File: config.mk
export PLATFORM = sky130hd
export DESIGN_NAME = imem_prefetch_buf
export DESIGN_NICKNAME = d
export VERILOG_FILES = /design/src/rtl/imem_prefetch_buf_pkg.sv /design/src/rtl/imem_prefetch_buf_fifo.sv /design/src/rtl/imem_prefetch_buf.sv
export SDC_FILE = /design/constraint.sdc
export NUM_CORES = 1
export LEC_CHECK = 0
export CAP_MARGIN = 20
export CORE_MARGIN = 4
export CORE_UTILIZATION = 35
export DETAILED_ROUTE_END_ITERATION = 16
export PLACE_DENSITY_LB_ADDON = 0.1
export RECOVER_POWER = 100
export SLEW_MARGIN = 25
export SYNTH_ARGS = -nofsm -noshare
export SYNTH_HDL_FRONTEND = slang
export SYNTH_SLANG_ARGS = --single-unit
File: constraint.sdc
create_clock -name clk_i -period 3.5 [get_ports clk_i]
set_input_delay 0.525 -clock clk_i [delete_from_list [all_inputs] [get_ports clk_i]]
set_output_delay 0.525 -clock clk_i [all_outputs]
set_load 0.05 [all_outputs]
File: src/rtl/imem_prefetch_buf_pkg.sv
// rtl/imem_prefetch_buf_pkg.sv - shared types for the instruction prefetch buffer
package pkg_fetch;

    localparam int unsigned PcWidth = 32;

    // One buffered fetch: the word returned by imem and the PC it was fetched from.
    typedef struct packed {
        logic [PcWidth-1:0] pc;
        logic [PcWidth-1:0] inst;
    } fetch_entry_t;

    // IDLE: nothing outstanding. REQ: outstanding, response will be buffered.
    // DROP: outstanding, response belongs to a flushed stream and is thrown away.
    typedef enum logic [1:0] {
        IDLE = 2'd0,
        REQ  = 2'd1,
        DROP = 2'd2
    } pf_state_e;

    // Instruction fetches are always word aligned; low two address bits are forced to zero.
    function automatic logic [PcWidth-1:0] align_word(input logic [PcWidth-1:0] addr);
        return {addr[PcWidth-1:2], 2'b00};
    endfunction

endpackage

File: src/rtl/imem_prefetch_buf_fifo.sv
// rtl/imem_prefetch_buf_fifo.sv - small registered FIFO of fetch entries with flush
module fetch_fifo
    import pkg_fetch::*;
#(
    parameter int unsigned Depth = 4
) (
    input  logic                     clk_i,
    input  logic                     rst_ni,
    input  logic                     push_i,
    input  fetch_entry_t             entry_i,
    input  logic                     pop_i,
    input  logic                     flush_i,
    output fetch_entry_t             head_o,
    output logic                     full_o,
    output logic                     empty_o,
    output logic [$clog2(Depth):0]   count_o
);

    localparam int unsigned AW = $clog2(Depth);

    // Pointers carry one extra wrap bit so full and empty are distinguishable.
    logic [AW:0]  wr_ptr_q, wr_ptr_d;
    logic [AW:0]  rd_ptr_q, rd_ptr_d;
    fetch_entry_t mem_q [Depth];
    fetch_entry_t mem_d [Depth];

    // Next-state for storage and pointers; flush wins over push and pop.
    always_comb begin
        mem_d    = mem_q;
        wr_ptr_d = wr_ptr_q;
        rd_ptr_d = rd_ptr_q;
        if (flush_i) begin
            wr_ptr_d = '0;
            rd_ptr_d = '0;
        end else begin
            if (push_i) begin
                mem_d[wr_ptr_q[AW-1:0]] = entry_i;
                wr_ptr_d                = wr_ptr_q + 1'b1;
            end
            if (pop_i) begin
                rd_ptr_d = rd_ptr_q + 1'b1;
            end
        end
    end

    // Storage and pointer registers; storage is cleared so the head reads zero after reset.
    always_ff @(posedge clk_i or negedge rst_ni) begin
        if (!rst_ni) begin
            wr_ptr_q <= '0;
            rd_ptr_q <= '0;
            for (int i = 0; i < int'(Depth); i++) begin
                mem_q[i] <= '0;
            end
        end else begin
            wr_ptr_q <= wr_ptr_d;
            rd_ptr_q <= rd_ptr_d;
            for (int i = 0; i < int'(Depth); i++) begin
                mem_q[i] <= mem_d[i];
            end
        end
    end

    assign head_o  = mem_q[rd_ptr_q[AW-1:0]];
    assign empty_o = (wr_ptr_q == rd_ptr_q);
    assign full_o  = (wr_ptr_q[AW] != rd_ptr_q[AW]) && (wr_ptr_q[AW-1:0] == rd_ptr_q[AW-1:0]);
    assign count_o = wr_ptr_q - rd_ptr_q;

endmodule

File: src/rtl/imem_prefetch_buf.sv
// rtl/imem_prefetch_buf.sv - sequential instruction prefetcher with redirect flush
module imem_prefetch_buf
    import pkg_fetch::*;
#(
    parameter int unsigned      DWidth  = 32,
    parameter int unsigned      Depth   = 4,
    parameter logic [DWidth-1:0] ResetPc = '0
) (
    input  logic              clk_i,
    input  logic              rst_ni,
    input  logic              redirect_i,
    input  logic [DWidth-1:0] redirect_pc_i,
    output logic              inst_valid_o,
    output logic [DWidth-1:0] inst_o,
    output logic [DWidth-1:0] inst_pc_o,
    input  logic              inst_ready_i,
    output logic              imem_req_o,
    output logic [DWidth-1:0] imem_addr_o,
    input  logic              imem_ready_i,
    input  logic [DWidth-1:0] imem_rdata_i
);

    localparam int unsigned CW = $clog2(Depth) + 1;

    pf_state_e         state_q, state_d;
    logic              req_q, req_d;
    logic [DWidth-1:0] addr_q, addr_d;
    logic [DWidth-1:0] fetch_pc_q, fetch_pc_d;

    logic              fifo_push;
    logic              fifo_pop;
    logic              fifo_full;
    logic              fifo_empty;
    logic [CW-1:0]     fifo_count;
    logic [CW-1:0]     count_after;
    logic              slot_left;
    fetch_entry_t      push_entry;
    fetch_entry_t      head_entry;
    logic [DWidth-1:0] redirect_pc;
    logic [DWidth-1:0] pc_next;

    assign redirect_pc = align_word(redirect_pc_i);
    assign pc_next     = fetch_pc_q + DWidth'(4);

    // A redirect cancels any pop or push at its edge; only REQ responses are ever buffered.
    assign fifo_pop  = inst_valid_o && inst_ready_i && !redirect_i;
    assign fifo_push = (state_q == REQ) && imem_ready_i && !redirect_i;

    assign push_entry.pc   = fetch_pc_q;
    assign push_entry.inst = imem_rdata_i;

    // Occupancy after this edge decides whether the next request may be issued back-to-back.
    assign count_after = fifo_count + {{(CW-1){1'b0}}, fifo_push} - {{(CW-1){1'b0}}, fifo_pop};
    assign slot_left   = (count_after < CW'(Depth));

    fetch_fifo #(
        .Depth (Depth)
    ) u_fifo (
        .clk_i   (clk_i),
        .rst_ni  (rst_ni),
        .push_i  (fifo_push),
        .entry_i (push_entry),
        .pop_i   (fifo_pop),
        .flush_i (redirect_i),
        .head_o  (head_entry),
        .full_o  (fifo_full),
        .empty_o (fifo_empty),
        .count_o (fifo_count)
    );

    // Fetch FSM next-state: request issue, completion, and redirect handling.
    always_comb begin
        state_d    = state_q;
        req_d      = req_q;
        addr_d     = addr_q;
        fetch_pc_d = fetch_pc_q;
        unique case (state_q)
            IDLE: begin
                if (redirect_i) begin
                    fetch_pc_d = redirect_pc;
                end else if (!fifo_full) begin
                    state_d = REQ;
                    req_d   = 1'b1;
                    addr_d  = fetch_pc_q;
                end
            end
            REQ: begin
                if (redirect_i) begin
                    fetch_pc_d = redirect_pc;
                    if (imem_ready_i) begin
                        state_d = IDLE;
                        req_d   = 1'b0;
                    end else begin
                        state_d = DROP;
                    end
                end else if (imem_ready_i) begin
                    fetch_pc_d = pc_next;
                    if (slot_left) begin
                        addr_d = pc_next;
                    end else begin
                        state_d = IDLE;
                        req_d   = 1'b0;
                    end
                end
            end
            DROP: begin
                if (redirect_i) begin
                    fetch_pc_d = redirect_pc;
                end
                if (imem_ready_i) begin
                    state_d = IDLE;
                    req_d   = 1'b0;
                end
            end
            default: begin
                state_d = IDLE;
                req_d   = 1'b0;
            end
        endcase
    end

    // Fetch FSM registers; request and address outputs come straight from flops.
    always_ff @(posedge clk_i or negedge rst_ni) begin
        if (!rst_ni) begin
            state_q    <= IDLE;
            req_q      <= 1'b0;
            addr_q     <= ResetPc;
            fetch_pc_q <= ResetPc;
        end else begin
            state_q    <= state_d;
            req_q      <= req_d;
            addr_q     <= addr_d;
            fetch_pc_q <= fetch_pc_d;
        end
    end

    assign imem_req_o   = req_q;
    assign imem_addr_o  = addr_q;
    assign inst_valid_o = !fifo_empty;
    assign inst_o       = head_entry.inst;
    assign inst_pc_o    = head_entry.pc;

endmodule
After elaboration in Yosys (flattened, before gate mapping) --
Index checks and enable logic that the tools add are counted.
Operators by class: $lt $le $gt $ge 4, multiply operators 0, multiplexer cells 35, div/mod/pow operators 0, reduce and logical (&&, ||, !) cells 19, equality and inequality tests 14, $add $sub $neg 6, bitwise gates (word level) 3, shifts and indexed selects 0
Operator list (number):
- $bwmux W256 | 1
- $mux W32 | 8
- $mux W64 | 3
- $bmux W64 S2 | 1
- $demux W64 S2 | 1
- $pmux W32 S2 | 2
- $add A32 B3 Y32 const B | 1
- $mux W2 | 7
- $mux W3 | 4
- $ne A2 B2 Y1 const B | 6
- $reduce_bool A2 Y1 | 4
- $add A3 B1 Y3 const B | 2
- $ge A3 B3 Y1 const B | 2
- $logic_and A1 B1 Y1 | 6
- $mux W1 | 6
- $ne A3 B3 Y1 const B | 2
- $not A2 Y3 | 2
- $pmux W2 S3 | 1
- $reduce_and A6 Y1 | 1
- $reduce_and A5 Y1 | 1
- $reduce_and A4 Y1 | 1
- $add A3 B1 Y3 | 1
- $eq A3 B3 Y1 | 1
- $lt A3 B1 Y1 const B | 1
- other kinds (15) | 16
Storage, ports and cells: register bits 329, output and inout bits 98, input port bits 69, bits in read-only memories 0, memories 0, logic and storage cells 95, bits in latches 0, bits in writable memories 0

Logic depth before layout (Yosys ltp) --
Gate-level depths: netlist of the first run.
depth after elaboration 10, mapped depth 13, depth with buffers taken out 11

Cells and area by module --
From an unflattened synthesis of the first run, not the netlist that was laid out.
Second synthesis, totals: cell total of the unflattened synthesis 1080, area, all modules 16624.7 um^2
By module, submodules not included:
- fetch_fifo | cells an instance 662, sequential area each 6556.3 um^2, area an instance 12801.0 um^2, instances 1
- imem_prefetch_buf | cells an instance 418, sequential area each 1576.5 um^2, area an instance 3823.7 um^2, instances 1

Worst setup path after synthesis of the first run --
No wires, ideal clock.
kind register to register, start point reg u_fifo.rd_ptr_q[0], end point reg addr_q[22] (netlist: imem_addr_o[22]), clock period less this slack 3.556 ns, required time 3.362 ns, stages on the path, launching flop included 14, data arrival time 3.418 ns, path slack -0.056 ns, library setup time 0.138 ns, buffers on the path 2, cells stage by stage dfrtp_1 buf_2 xnor2_1 nand3_1 nand2_1 nor2_1 fa_1 fa_1 nor3b_1 xnor3_1 o32a_1 clkbuf_1 nand2_1 o21ai_0
On the way: cells in the longest elaborated chain, start to end 8, elaborated cells between the ends (all ways) 13, classes of those cells add/sub (3); order compare (1); eq/ne (4); reduce/logical (5)
Ends and longest elaborated chain:
- from (decl) | line imem_prefetch_buf_fifo.sv:23 | logic [AW:0] rd_ptr_q, rd_ptr_d;
- from (signal assigned) | line imem_prefetch_buf_fifo.sv:56 | rd_ptr_q <= rd_ptr_d;
- $eq A3 B3 Y1 | line imem_prefetch_buf_fifo.sv:64 | assign empty_o = (wr_ptr_q == rd_ptr_q);
- $logic_not A1 Y1 | line imem_prefetch_buf.sv:139 | assign inst_valid_o = !fifo_empty;
- named net inst_valid_o | line imem_prefetch_buf.sv:13 | output logic inst_valid_o,
- $logic_and A1 B1 Y1 (2 in series) | line imem_prefetch_buf.sv:46 | assign fifo_pop = inst_valid_o && inst_ready_i && !redirect_i;
- $sub A3 B1 Y3 | line imem_prefetch_buf.sv:53 | assign count_after = fifo_count + {{(CW-1){1'b0}}, fifo_push} - {{(CW-1){1'b0}}, fifo_pop};
- $lt A3 B3 Y1 | line imem_prefetch_buf.sv:54 | assign slot_left = (count_after < CW'(Depth));
- $ne A2 B2 Y1 (no line)
- $reduce_and A6 Y1 (no line)
- to (signal assigned) | line imem_prefetch_buf.sv:127 | addr_q <= ResetPc;
- to (signal assigned) | line imem_prefetch_buf.sv:132 | addr_q <= addr_d;
- to (decl) | line imem_prefetch_buf.sv:27 | logic [DWidth-1:0] addr_q, addr_d;
The timed path passes the listed nets, and every way through them passes these cells. A chain may end at the register's enable or synchronous reset.

Final worst setup path of the first run --
start point reg u_fifo.rd_ptr_q[0], end point out inst_pc_o[28]
On the way: cells in the longest elaborated chain, start to end 4
Ends and longest elaborated chain:
- $not A2 Y3 (not written as such) | line imem_prefetch_buf_fifo.sv:63 | assign head_o = mem_q[rd_ptr_q[AW-1:0]];
- $bmux W64 S2 | line imem_prefetch_buf_fifo.sv:63
- $mux W64 (not written as such) (2 in series) | line imem_prefetch_buf_fifo.sv:63
- to (decl) | line imem_prefetch_buf.sv:15 | output logic [DWidth-1:0] inst_pc_o,
Every way passes these cells. The select of a mux whose other input is x is not followed.

==> results of run 1 <==
[registers in the layout (all words and copies together) (netlist names)]
signal and flops:
u_fifo.wr_ptr_q 3, fetch_pc_q 30, u_fifo.mem_q 248, u_fifo.rd_ptr_q 3, imem_req_o 1, state_q 2, imem_addr_o 30
[metal layers]
layer | GRT usage [%] | vias up | routed length [µm] | part of all wire, %
met4 | 4.344 | 2 | 812 | 2.1
met1 | 24.38 | 4888 | 18000 | 46
li1 | - | 4360 | - | -
met3 | 4.152 | 64 | 1918 | 4.9
met5 | 0 | - | 8 | 0.021
met2 | 26.37 | 210 | 18060 | 47
[cell usage in the layout (no fill, tap or decap), types with 4 or more instances in the layout]
cell,count
mux2_2,237
dfrtp_1,315
clkbuf_1,36
ha_1,6
and3_1,7
xnor2_1,18
a21oi_1,36
clkbuf_8,17
clkdlybuf4s50_1,65
o22ai_1,5
o21ai_0,55
mux4_2,62
and4_1,4
dlygate4sd3_1,71
o21ai_1,4
nor4_1,4
buf_4,8
or3_1,5
inv_1,7
xor2_1,18
nor3_1,12
nand3_1,25
a31oi_1,8
nor3_2,5
nand2_1,74
nor2_1,43
clkbuf_16,40
clkbuf_2,9
conb_1,4
nand4_1,12
clkinv_2,4
buf_12,5
o22a_1,7
[power by group through the flow]
| stage | sequential [mW] | combinational (mW) | clock (mW) |
|---|---|---|---|
| 6_report | 5.06 | 4.87 | 4.16 |
| 5_1_grt | 5.18 | 5.19 | 4.46 |
| 4_1_cts | 5.07 | 5.26 | 4.29 |
| 3_5_place_dp | 5.12 | 5.23 | 0 |
| 3_3_place_gp | 5.12 | 5.19 | 0 |
| 2_1_floorplan | 5.26 | 3.35 | 0 |
[worst max-delay path by stage]
stage	startpoint	to	slack [ps]
after floorplan	u_fifo.rd_ptr_q[0]	imem_addr_o[22]	130
after global placement	redirect_i	imem_addr_o[7]	120
after detailed placement	redirect_i	imem_addr_o[22]	50
after CTS	u_fifo.rd_ptr_q[0]	inst_o[22]	4
after global routing	u_fifo.rd_ptr_q[0]	inst_pc_o[28]	110
final	u_fifo.rd_ptr_q[0]	inst_pc_o[28]	220
[cells by family (layout without fill, tap and decap cells)]
| kind of cell | count (synthesis) | after routing |
|---|---|---|
| buf+inv | 111 | 274 |
| compound gates | 137 | 137 |
| other cells | 1 | 4 |
| fa+ha+maj | 8 | 8 |
| xor+xnor | 37 | 37 |
| simple gates | 210 | 210 |
| flops | 317 | 317 |
| mux | 301 | 301 |
[worst register-to-register path, stage by stage, from the launching register on]
cell and delay [ps]:
dfrtp_1 460, nor2_1 70, and3_1 190, clkbuf_1 170, nand2_1 940, clkbuf_2 810, mux2_2 440
[repair_timing]
item | CTS | global route
cloned | 1 | 0
endpoints found under the setup margin | 10 | 7
gates resized for setup | 4 | 7
[area by class of cell]
type                            count  area [µm²]
Tap cell                          539       674.4
Sequential cell                   317        7940
Fill cell                        3927       23750
Inverter                            7       26.28
Clock buffer                       62        1254
Timing Repair Buffer              195        1777
Multi-Input combinational cell    697        6429
Clock inverter                     10       98.84
==> flow_metrics.env, run 1 <==
export IMPL_setup_tns_ps=0
export IMPL_crit_reg2reg_launch="state_q[1]"
export IMPL_yosys_top_cells_area="dfrtp_1 53%, mux2_2 18%, mux4_2 9.4%"
export IMPL_yosys_area_top_type="dfrtp_1"
export IMPL_peakVddDrop_uv=486.2
export IMPL_ys_warnings_count=0
export IMPL_period_needed_ps=3283
export IMPL_clkLatencyLatePin_ps=560
export IMPL_dieArea_um2=45840
export IMPL_grt_max_degree=92
export IMPL_antenna_found_initial=2
export IMPL_p_total_mw=14.09
export IMPL_drt_pass1_iterations=4
export IMPL_synth_xor_area_share_pct=2.272
export IMPL_hold_path_class="reg -> reg"
export IMPL_min_from="imem_addr_o[15]"
export IMPL_p_int_mw=8.844
export IMPL_p_sw_share_pct=37.23
export IMPL_gp_congestion=0.7667
export IMPL_synth_top_family_by_area="multiplexers"
export IMPL_crit_family="buffers and inverters"
export IMPL_clockBufferDepth=3
export IMPL_syn2layout_area_growth_pct=22.41
export IMPL_async_flop_share_pct=100.0
export IMPL_nets=1334
export IMPL_final_antenna_net_count=0
export IMPL_fin_util_pct=43.39
export IMPL_status="finished, violations left"
export IMPL_synth_compound_area_share_pct=5.420
export IMPL_p_leak_nw=7.955
export IMPL_cts_inserted_buffers=39
export IMPL_synth_mux_area_share_pct=27.48
export IMPL_maxCapViolations=1
export IMPL_num_io_pins=167
export IMPL_drv_slew=90
export IMPL_criticalPathCategory="reg -> out"
export IMPL_yosys_most_used_dff="dfrtp_1"
export IMPL_grt_remaining_overflow=0
export IMPL_cts_tree="done"
export IMPL_dp_slack_ps=49.95
export IMPL_fp_dieH_um=214.1
export IMPL_syn_area_um2=14870
export IMPL_fp_row_count=75
export IMPL_cts_htree_levels=2
export IMPL_hold_slack_ps=471.7
export IMPL_start_util_pct=35.44
export IMPL_finClkSkew_ps=18.50
export IMPL_setup_viol=0
export IMPL_yosysMostFrequentCell="dfrtp_1"
export IMPL_synth_commonest_cells="317 x dfrtp_1, 237 x mux2_2, 74 x nand2_1"
export IMPL_p_seq_share_pct=35.9
export IMPL_cp_num_buf_inv=2
export IMPL_drt_wl_total_um=38800
export IMPL_synthSimpleGateAreaFrac_pct=7.272
export IMPL_grt_pass1_vias=10210
export IMPL_start_kind="flop"
export IMPL_crit_cells=3
export IMPL_portBuffers=160
export IMPL_cp_arrival_ps=2760
export IMPL_ys_seq_elements=317
export IMPL_relSlewSlack_pct=-61.03
export IMPL_p_sw_mw=5.246
export IMPL_ys_types=59
export IMPL_drcViolationCount=0
export IMPL_slowest_delay_ps=780
export IMPL_min_to="imem_addr_o[15]"
export IMPL_synth_fa_ha_area_share_pct=0.7743
export IMPL_reg2regPathDepth=6
export IMPL_power_frac_clock_pct=29.5
export IMPL_drt_wirelength_per_cell_um=21.24
export IMPL_die_x_um=214.1
export IMPL_period_share_pct=93.81
export IMPL_r2r_end="u_fifo.mem_q[116]"
export IMPL_synth_top_area_share_pct=53.36
export IMPL_vias=9524
export IMPL_grt_total_usage_pct=17.07
export IMPL_crit_slowest_cell="dlygate4sd3_1"
export IMPL_dp_hpwl_um=24490
export IMPL_postLayoutCellArea_um2=18200
export IMPL_cts_sinks=317
export IMPL_finalHoldViolations=0
export IMPL_regToRegSetupSlack_ps=300
export IMPL_whs_path_depth=2
export IMPL_rsz0062_at_grt="false"
export IMPL_dpl_cell_area_um2=17090
export IMPL_core_um2=41950
export IMPL_diodes=0
export IMPL_grt_first_pass_wirelength_um=62000
export IMPL_drt_iter0_drc=574
export IMPL_synth_edf_count=0
export IMPL_tightest_slew_ps=2415
export IMPL_clk_pin_slew_ps=60
export IMPL_path_max_fanout=27
export IMPL_cts_setup_buffers=0
export IMPL_fmax_mhz=304.6
export IMPL_cp_required_ps=2970
export IMPL_cts_hold_buf=0
export IMPL_ys_seq_area_share_pct=53.36
export IMPL_power_density_nw_per_um2=774.2
export IMPL_synth_area_per_cell_um2=13.25
export IMPL_violations="capacitance limit, slew limit"
export IMPL_drive_gt1_share_pct=31.68
export IMPL_critPathCaptureType="output pin"
export IMPL_crit_chain="bufbuf_16 -> mux4_2 -> dlygate4sd3_1"
export IMPL_setup_ws_ps=216.6
export IMPL_dp_cells=1754
export IMPL_via_per_inst=5.213
export IMPL_cts_root_buf="clkbuf_16"
export IMPL_synth_cells=1122
export IMPL_final_cells=1827
export IMPL_pwr_share_comb_pct=34.6
(Power assumes the default switching activity.)
==> run 2: changes to the inputs <==
CORE_UTILIZATION = 33   (was 35)
CTS_CLUSTER_SIZE = 40   (was default)
==> run 2 against run 1 <==
The run still ends with capacitance limit, slew limit left. Sequential cell count unchanged. Non-clock buffer count fell by 4. Clock power fell by 1%. Sequential power barely moved. Worst setup slack worse by 32 ps. Sequential share of layout area up 0.11 points. Register-to-register slack got worse by 70 ps. Core utilization decreased by 2.5 points. Largest power group unchanged. First-iteration DRC count shrank 2.6%.
==> flow_metrics.env, run 2 (synthesis gave the netlist of run 1 again) <==
export IMPL_crit_start="u_fifo.rd_ptr_q[0]"
export IMPL_mostFrequentLayoutCell="dfrtp_1"
export IMPL_pwr_share_comb_pct=34.5
export IMPL_via_per_inst=5.090
export IMPL_p_leak_nw=7.874
export IMPL_clockBufferDepth=3
export IMPL_r2r_end="u_fifo.mem_q[167]"
export IMPL_grt_pass1_vias=9942
export IMPL_dp_hpwl_um=25030
export IMPL_grt_first_pass_wirelength_um=61060
export IMPL_crit_chain="buf_6 -> mux4_2 -> clkdlybuf4s50_1"
export IMPL_grt_total_usage_pct=16.33
export IMPL_cts_htree_levels=2
export IMPL_cp_arrival_ps=2790
export IMPL_nets=1329
export IMPL_p_sw_mw=5.214
export IMPL_path_max_fanout=30
export IMPL_gp_congestion=0.7299
export IMPL_fmax_mhz=301.6
export IMPL_hold_path_class="reg -> reg"
export IMPL_crit_reg2reg_launch="state_q[0]"
export IMPL_start_kind="flop"
export IMPL_drt_wirelength_per_cell_um=20.95
export IMPL_drt_wl_total_um=39230
export IMPL_cts_inserted_buffers=38
export IMPL_status="finished, violations left"
export IMPL_reg2regPathDepth=6
export IMPL_final_cell_mix="315 x dfrtp_1, 237 x mux2_2, 82 x clkdlybuf4s50_1, 74 x nand2_1, 62 x mux4_2"
export IMPL_num_io_pins=167
export IMPL_clkLatencyLatePin_ps=550
export IMPL_crit_slowest_cell="clkdlybuf4s50_1"
export IMPL_dp_cells=1803
export IMPL_violations="capacitance limit, slew limit"
export IMPL_grt_max_degree=81
export IMPL_largest_reg_flops=248
export IMPL_final_cells=1873
export IMPL_cts_tree="done"
export IMPL_finalHoldViolations=0
export IMPL_portBuffers=160
export IMPL_period_needed_ps=3315
export IMPL_dieArea_um2=48510
export IMPL_grt_remaining_overflow=0
export IMPL_regToRegSetupSlack_ps=230
export IMPL_syn2layout_area_growth_pct=22.10
export IMPL_min_from="u_fifo.mem_q[191]"
export IMPL_relSlewSlack_pct=-41.35
export IMPL_power_frac_clock_pct=29.3
export IMPL_power_density_nw_per_um2=772.1
export IMPL_multi_input_area_um2=6431
export IMPL_setup_ws_ps=184.6
export IMPL_cts_root_buf="clkbuf_16"
export IMPL_cts_sinks=317
export IMPL_p_seq_share_pct=36.2
export IMPL_fp_dieH_um=220.3
export IMPL_drive_gt1_share_pct=31.62
export IMPL_maxCapViolations=2
export IMPL_critPathCaptureType="output pin"
export IMPL_setup_viol=0
export IMPL_whs_path_depth=2
export IMPL_antenna_found_initial=1
export IMPL_period_share_pct=94.73
export IMPL_fp_row_count=77
export IMPL_min_to="u_fifo.mem_q[191]"
export IMPL_p_sw_share_pct=37.20
export IMPL_cp_required_ps=2970
export IMPL_die_x_um=220.3
export IMPL_criticalPathCategory="reg -> out"
export IMPL_vias=9533
export IMPL_setup_tns_ps=0
export IMPL_fill_cells=4216
export IMPL_drt_iter0_drc=559
export IMPL_start_util_pct=33.47
export IMPL_clk_pin_slew_ps=50
export IMPL_drv_slew=102
export IMPL_p_int_mw=8.801
export IMPL_layout_area_seq_um2=7940
export IMPL_tightest_slew_ps=2120
export IMPL_peakVddDrop_uv=360.7
export IMPL_final_antenna_net_count=0
export IMPL_core_um2=44410
export IMPL_p_total_mw=14.02
export IMPL_finClkSkew_ps=11.18
export IMPL_rsz0062_at_grt="false"
export IMPL_dp_slack_ps=96.87
export IMPL_diodes=0
export IMPL_cts_setup_buffers=0
export IMPL_drcViolationCount=0
export IMPL_drt_pass1_iterations=5
export IMPL_largest_register="u_fifo.mem_q"
export IMPL_slowest_delay_ps=720
## run 2: area by class of cell
type                    count  area share, %
flip-flops and latches    317          43.74
well taps                 592          4.081
clock inverters            14          1.068
inverters                   7         0.1447
clock buffers              55          6.141
repair buffers            191          9.395
multi-input cells         697          35.43
## run 2: worst max path at each step
stage / endpoint / cells past startpoint / slack, ps
3_3_place_gp: imem_addr_o[12] / 12 / 140
4_1_cts: inst_o[7] / 3 / 80
2_1_floorplan: imem_addr_o[22] / 13 / 130
6_report: inst_o[7] / 3 / 180
5_1_grt: u_fifo.mem_q[173] / 6 / 50
3_5_place_dp: imem_addr_o[10] / 12 / 100
## run 2: what timing repair did
action | in CTS | in global routing
setup endpoints to repair | 17 | 0
endpoints found under the hold margin | 28 | 0
gates resized for setup | 1 | 0
hold buffers | 1 | 0
## run 2: stage by stage
stage,hold slack (ps),util [%],instance area [µm²]
floorplan,229.4,-,14880
global route,500.5,40.87,18150
finish,474.5,40.87,18150
global placement,459.6,38.50,17100
detailed placement,470.4,38.50,17100
CTS,483.4,41.48,18420
## run 2: power by group through the flow
stage / clock network (mW) / logic, mW / registers [mW]
5_1_grt: 4.40 / 5.15 / 5.19
6_report: 4.11 / 4.84 / 5.07
3_5_place_dp: 0 / 5.19 / 5.13
4_1_cts: 4.26 / 5.20 / 5.08
3_3_place_gp: 0 / 5.15 / 5.12
2_1_floorplan: 0 / 3.35 / 5.26
## run 2: worst max-delay path: cells and delay by family, from the launching register on
kind	cells	cell delay, ps
buffers and inverters	2	1170
multiplexers	1	590
flip-flops	1	460
## run 2: layer usage
layer	vias up	part of all wire [%]	global-route usage, %	wire length [µm]
li1	4333	-	-	-
met1	4977	47	23.24	18510
met2	191	47	25.79	18330
met3	30	4.9	3.955	1911
met4	2	1.2	3.035	472
met5	-	0.020	0	8
==> run 3: changes to the inputs <==
MAX_ROUTING_LAYER = met4   (was default)
==> run 3 against run 2 <==
The run still ends with capacitance limit, slew limit left. Worst setup slack improved by 4.6 ps. Critical path depth did not move. Count of clock-buffer cells in the layout did not move. Final cell count barely moved. Global-route usage rose by 0.50 points. Die area did not move. Critical path type unchanged.
==> flow_metrics.env, run 3 (synthesis gave the netlist of run 1 again) <==
export IMPL_critPathCaptureType="output pin"
export IMPL_criticalPathCategory="reg -> out"
export IMPL_syn2layout_area_growth_pct=22.12
export IMPL_peakVddDrop_uv=359.8
export IMPL_start_kind="flop"
export IMPL_antenna_found_initial=1
export IMPL_p_total_mw=14.01
export IMPL_cts_tree="done"
export IMPL_crit_start="u_fifo.rd_ptr_q[0]"
export IMPL_dp_cells=1803
export IMPL_nets=1329
export IMPL_fp_dieH_um=220.3
export IMPL_portBuffers=160
export IMPL_regToRegSetupSlack_ps=210
export IMPL_tightest_slew_ps=2136
export IMPL_drive_gt1_share_pct=31.62
export IMPL_hold_path_class="reg -> reg"
export IMPL_start_util_pct=33.47
export IMPL_grt_pass1_vias=9936
export IMPL_crit_reg2reg_launch="state_q[0]"
export IMPL_met2RoutedLength_um=18330
export IMPL_drcViolationCount=0
export IMPL_fp_row_count=77
export IMPL_cts_sinks=317
export IMPL_final_cells=1874
export IMPL_mostFrequentLayoutCell="dfrtp_1"
export IMPL_rsz0062_at_grt="false"
export IMPL_r2r_end="u_fifo.mem_q[166]"
export IMPL_finClkSkew_ps=13.69
export IMPL_status="finished, violations left"
export IMPL_fill_cells=4215
export IMPL_dp_hpwl_um=25030
export IMPL_gp_congestion=0.7389
export IMPL_period_share_pct=94.59
export IMPL_via_per_inst=5.087
export IMPL_final_cell_mix="315 x dfrtp_1, 237 x mux2_2, 82 x clkdlybuf4s50_1, 74 x nand2_1, 62 x mux4_2"
export IMPL_endpoint="inst_o[7]"
export IMPL_grt_first_pass_wirelength_um=61070
export IMPL_grt_max_degree=81
export IMPL_clk_pin_slew_ps=50
export IMPL_cp_arrival_ps=2790
export IMPL_num_io_pins=167
export IMPL_grt_remaining_overflow=0
export IMPL_drt_wl_total_um=39170
export IMPL_dieArea_um2=48510
export IMPL_maxCapViolations=2
export IMPL_highest_layer="met4"
export IMPL_fmax_mhz=302.0
export IMPL_setup_viol=0
export IMPL_drt_iter0_drc=584
export IMPL_vias=9533
export IMPL_cts_setup_buffers=0
export IMPL_p_leak_nw=7.874
export IMPL_setup_tns_ps=0
export IMPL_reg2regPathDepth=6
export IMPL_largest_register="u_fifo.mem_q"
export IMPL_grt_total_usage_pct=16.83
export IMPL_cp_required_ps=2970
export IMPL_drt_met1_wl_um=18530
export IMPL_cts_htree_levels=2
export IMPL_period_needed_ps=3311
export IMPL_cts_inserted_buffers=38
export IMPL_path_max_fanout=30
export IMPL_drv_slew=102
export IMPL_core_um2=44410
export IMPL_clockBufferDepth=3
export IMPL_final_antenna_net_count=0
export IMPL_violations="capacitance limit, slew limit"
export IMPL_drt_wirelength_per_cell_um=20.90
export IMPL_wl_met3_um=1838
export IMPL_cts_root_buf="clkbuf_16"
export IMPL_relSlewSlack_pct=-42.41
export IMPL_power_density_nw_per_um2=771.7
export IMPL_clkLatencyLatePin_ps=550
export IMPL_largest_reg_flops=248
export IMPL_drt_pass1_iterations=5
export IMPL_die_x_um=220.3
export IMPL_finalHoldViolations=0
## run 3: worst min path at each step
stage | from | endpoint | cells past startpoint
3_3_place_gp | u_fifo.mem_q[191] | u_fifo.mem_q[191] | 2
6_report | u_fifo.mem_q[172] | u_fifo.mem_q[172] | 2
4_1_cts | u_fifo.mem_q[191] | u_fifo.mem_q[191] | 2
2_1_floorplan | rst_ni | fetch_pc_q[10] | 0
5_1_grt | u_fifo.mem_q[63] | u_fifo.mem_q[63] | 2
3_5_place_dp | u_fifo.mem_q[191] | u_fifo.mem_q[191] | 2
## run 3: critical path, cell delays in order, from the launching register on
cell	delay (ps)
dfrtp_4	460
buf_6	440
mux4_2	590
clkdlybuf4s50_1	720
## run 3: final cells by class
type | count | area (µm²) | share of cell area, %
well taps | 592 | 740.7 | 4.080
inverters | 7 | 26.28 | 0.1447
multi-input cells | 697 | 6431 | 35.42
clock buffers | 55 | 1115 | 6.141
diodes | 1 | 2.502 | 0.01378
flip-flops and latches | 317 | 7940 | 43.74
repair buffers | 191 | 1705 | 9.394
clock inverters | 14 | 193.9 | 1.068
## run 3: where the power goes
part	switching [mW]	leakage (nW)	total, mW	internal [mW]
Clock	1.59	0.641	4.10	2.52
Combinational	3.03	3.13	4.84	1.80
Sequential	0.589	4.10	5.07	4.48
## run 3: routing by layer
layer / global-route usage, % / vias to the layer above
met3: 3.722 / 33
met4: 3.035 / 0
li1: - / 4349
met1: 23.48 / 4964
met2: 25.73 / 187
met5: - / -
## run 3: what timing repair did
item                                    in CTS  in global routing
endpoints found under the setup margin      17                  0
resized for setup                            1                  0
endpoints found under the hold margin       28                  0
hold buffers                                 1                  0
## run 3: per-stage QoR
step                util [%]  hold slack [ps]  cell area, µm²  setup WS (ps)
floorplan                  -            229.4           14880          133.5
global placement       38.50            459.6           17100          136.9
detailed placement     38.50            470.4           17100          96.87
CTS                    41.48            483.4           18420          83.40
global route           40.88            500.5           18150          47.87
finish                 40.88            474.6           18150          189.2
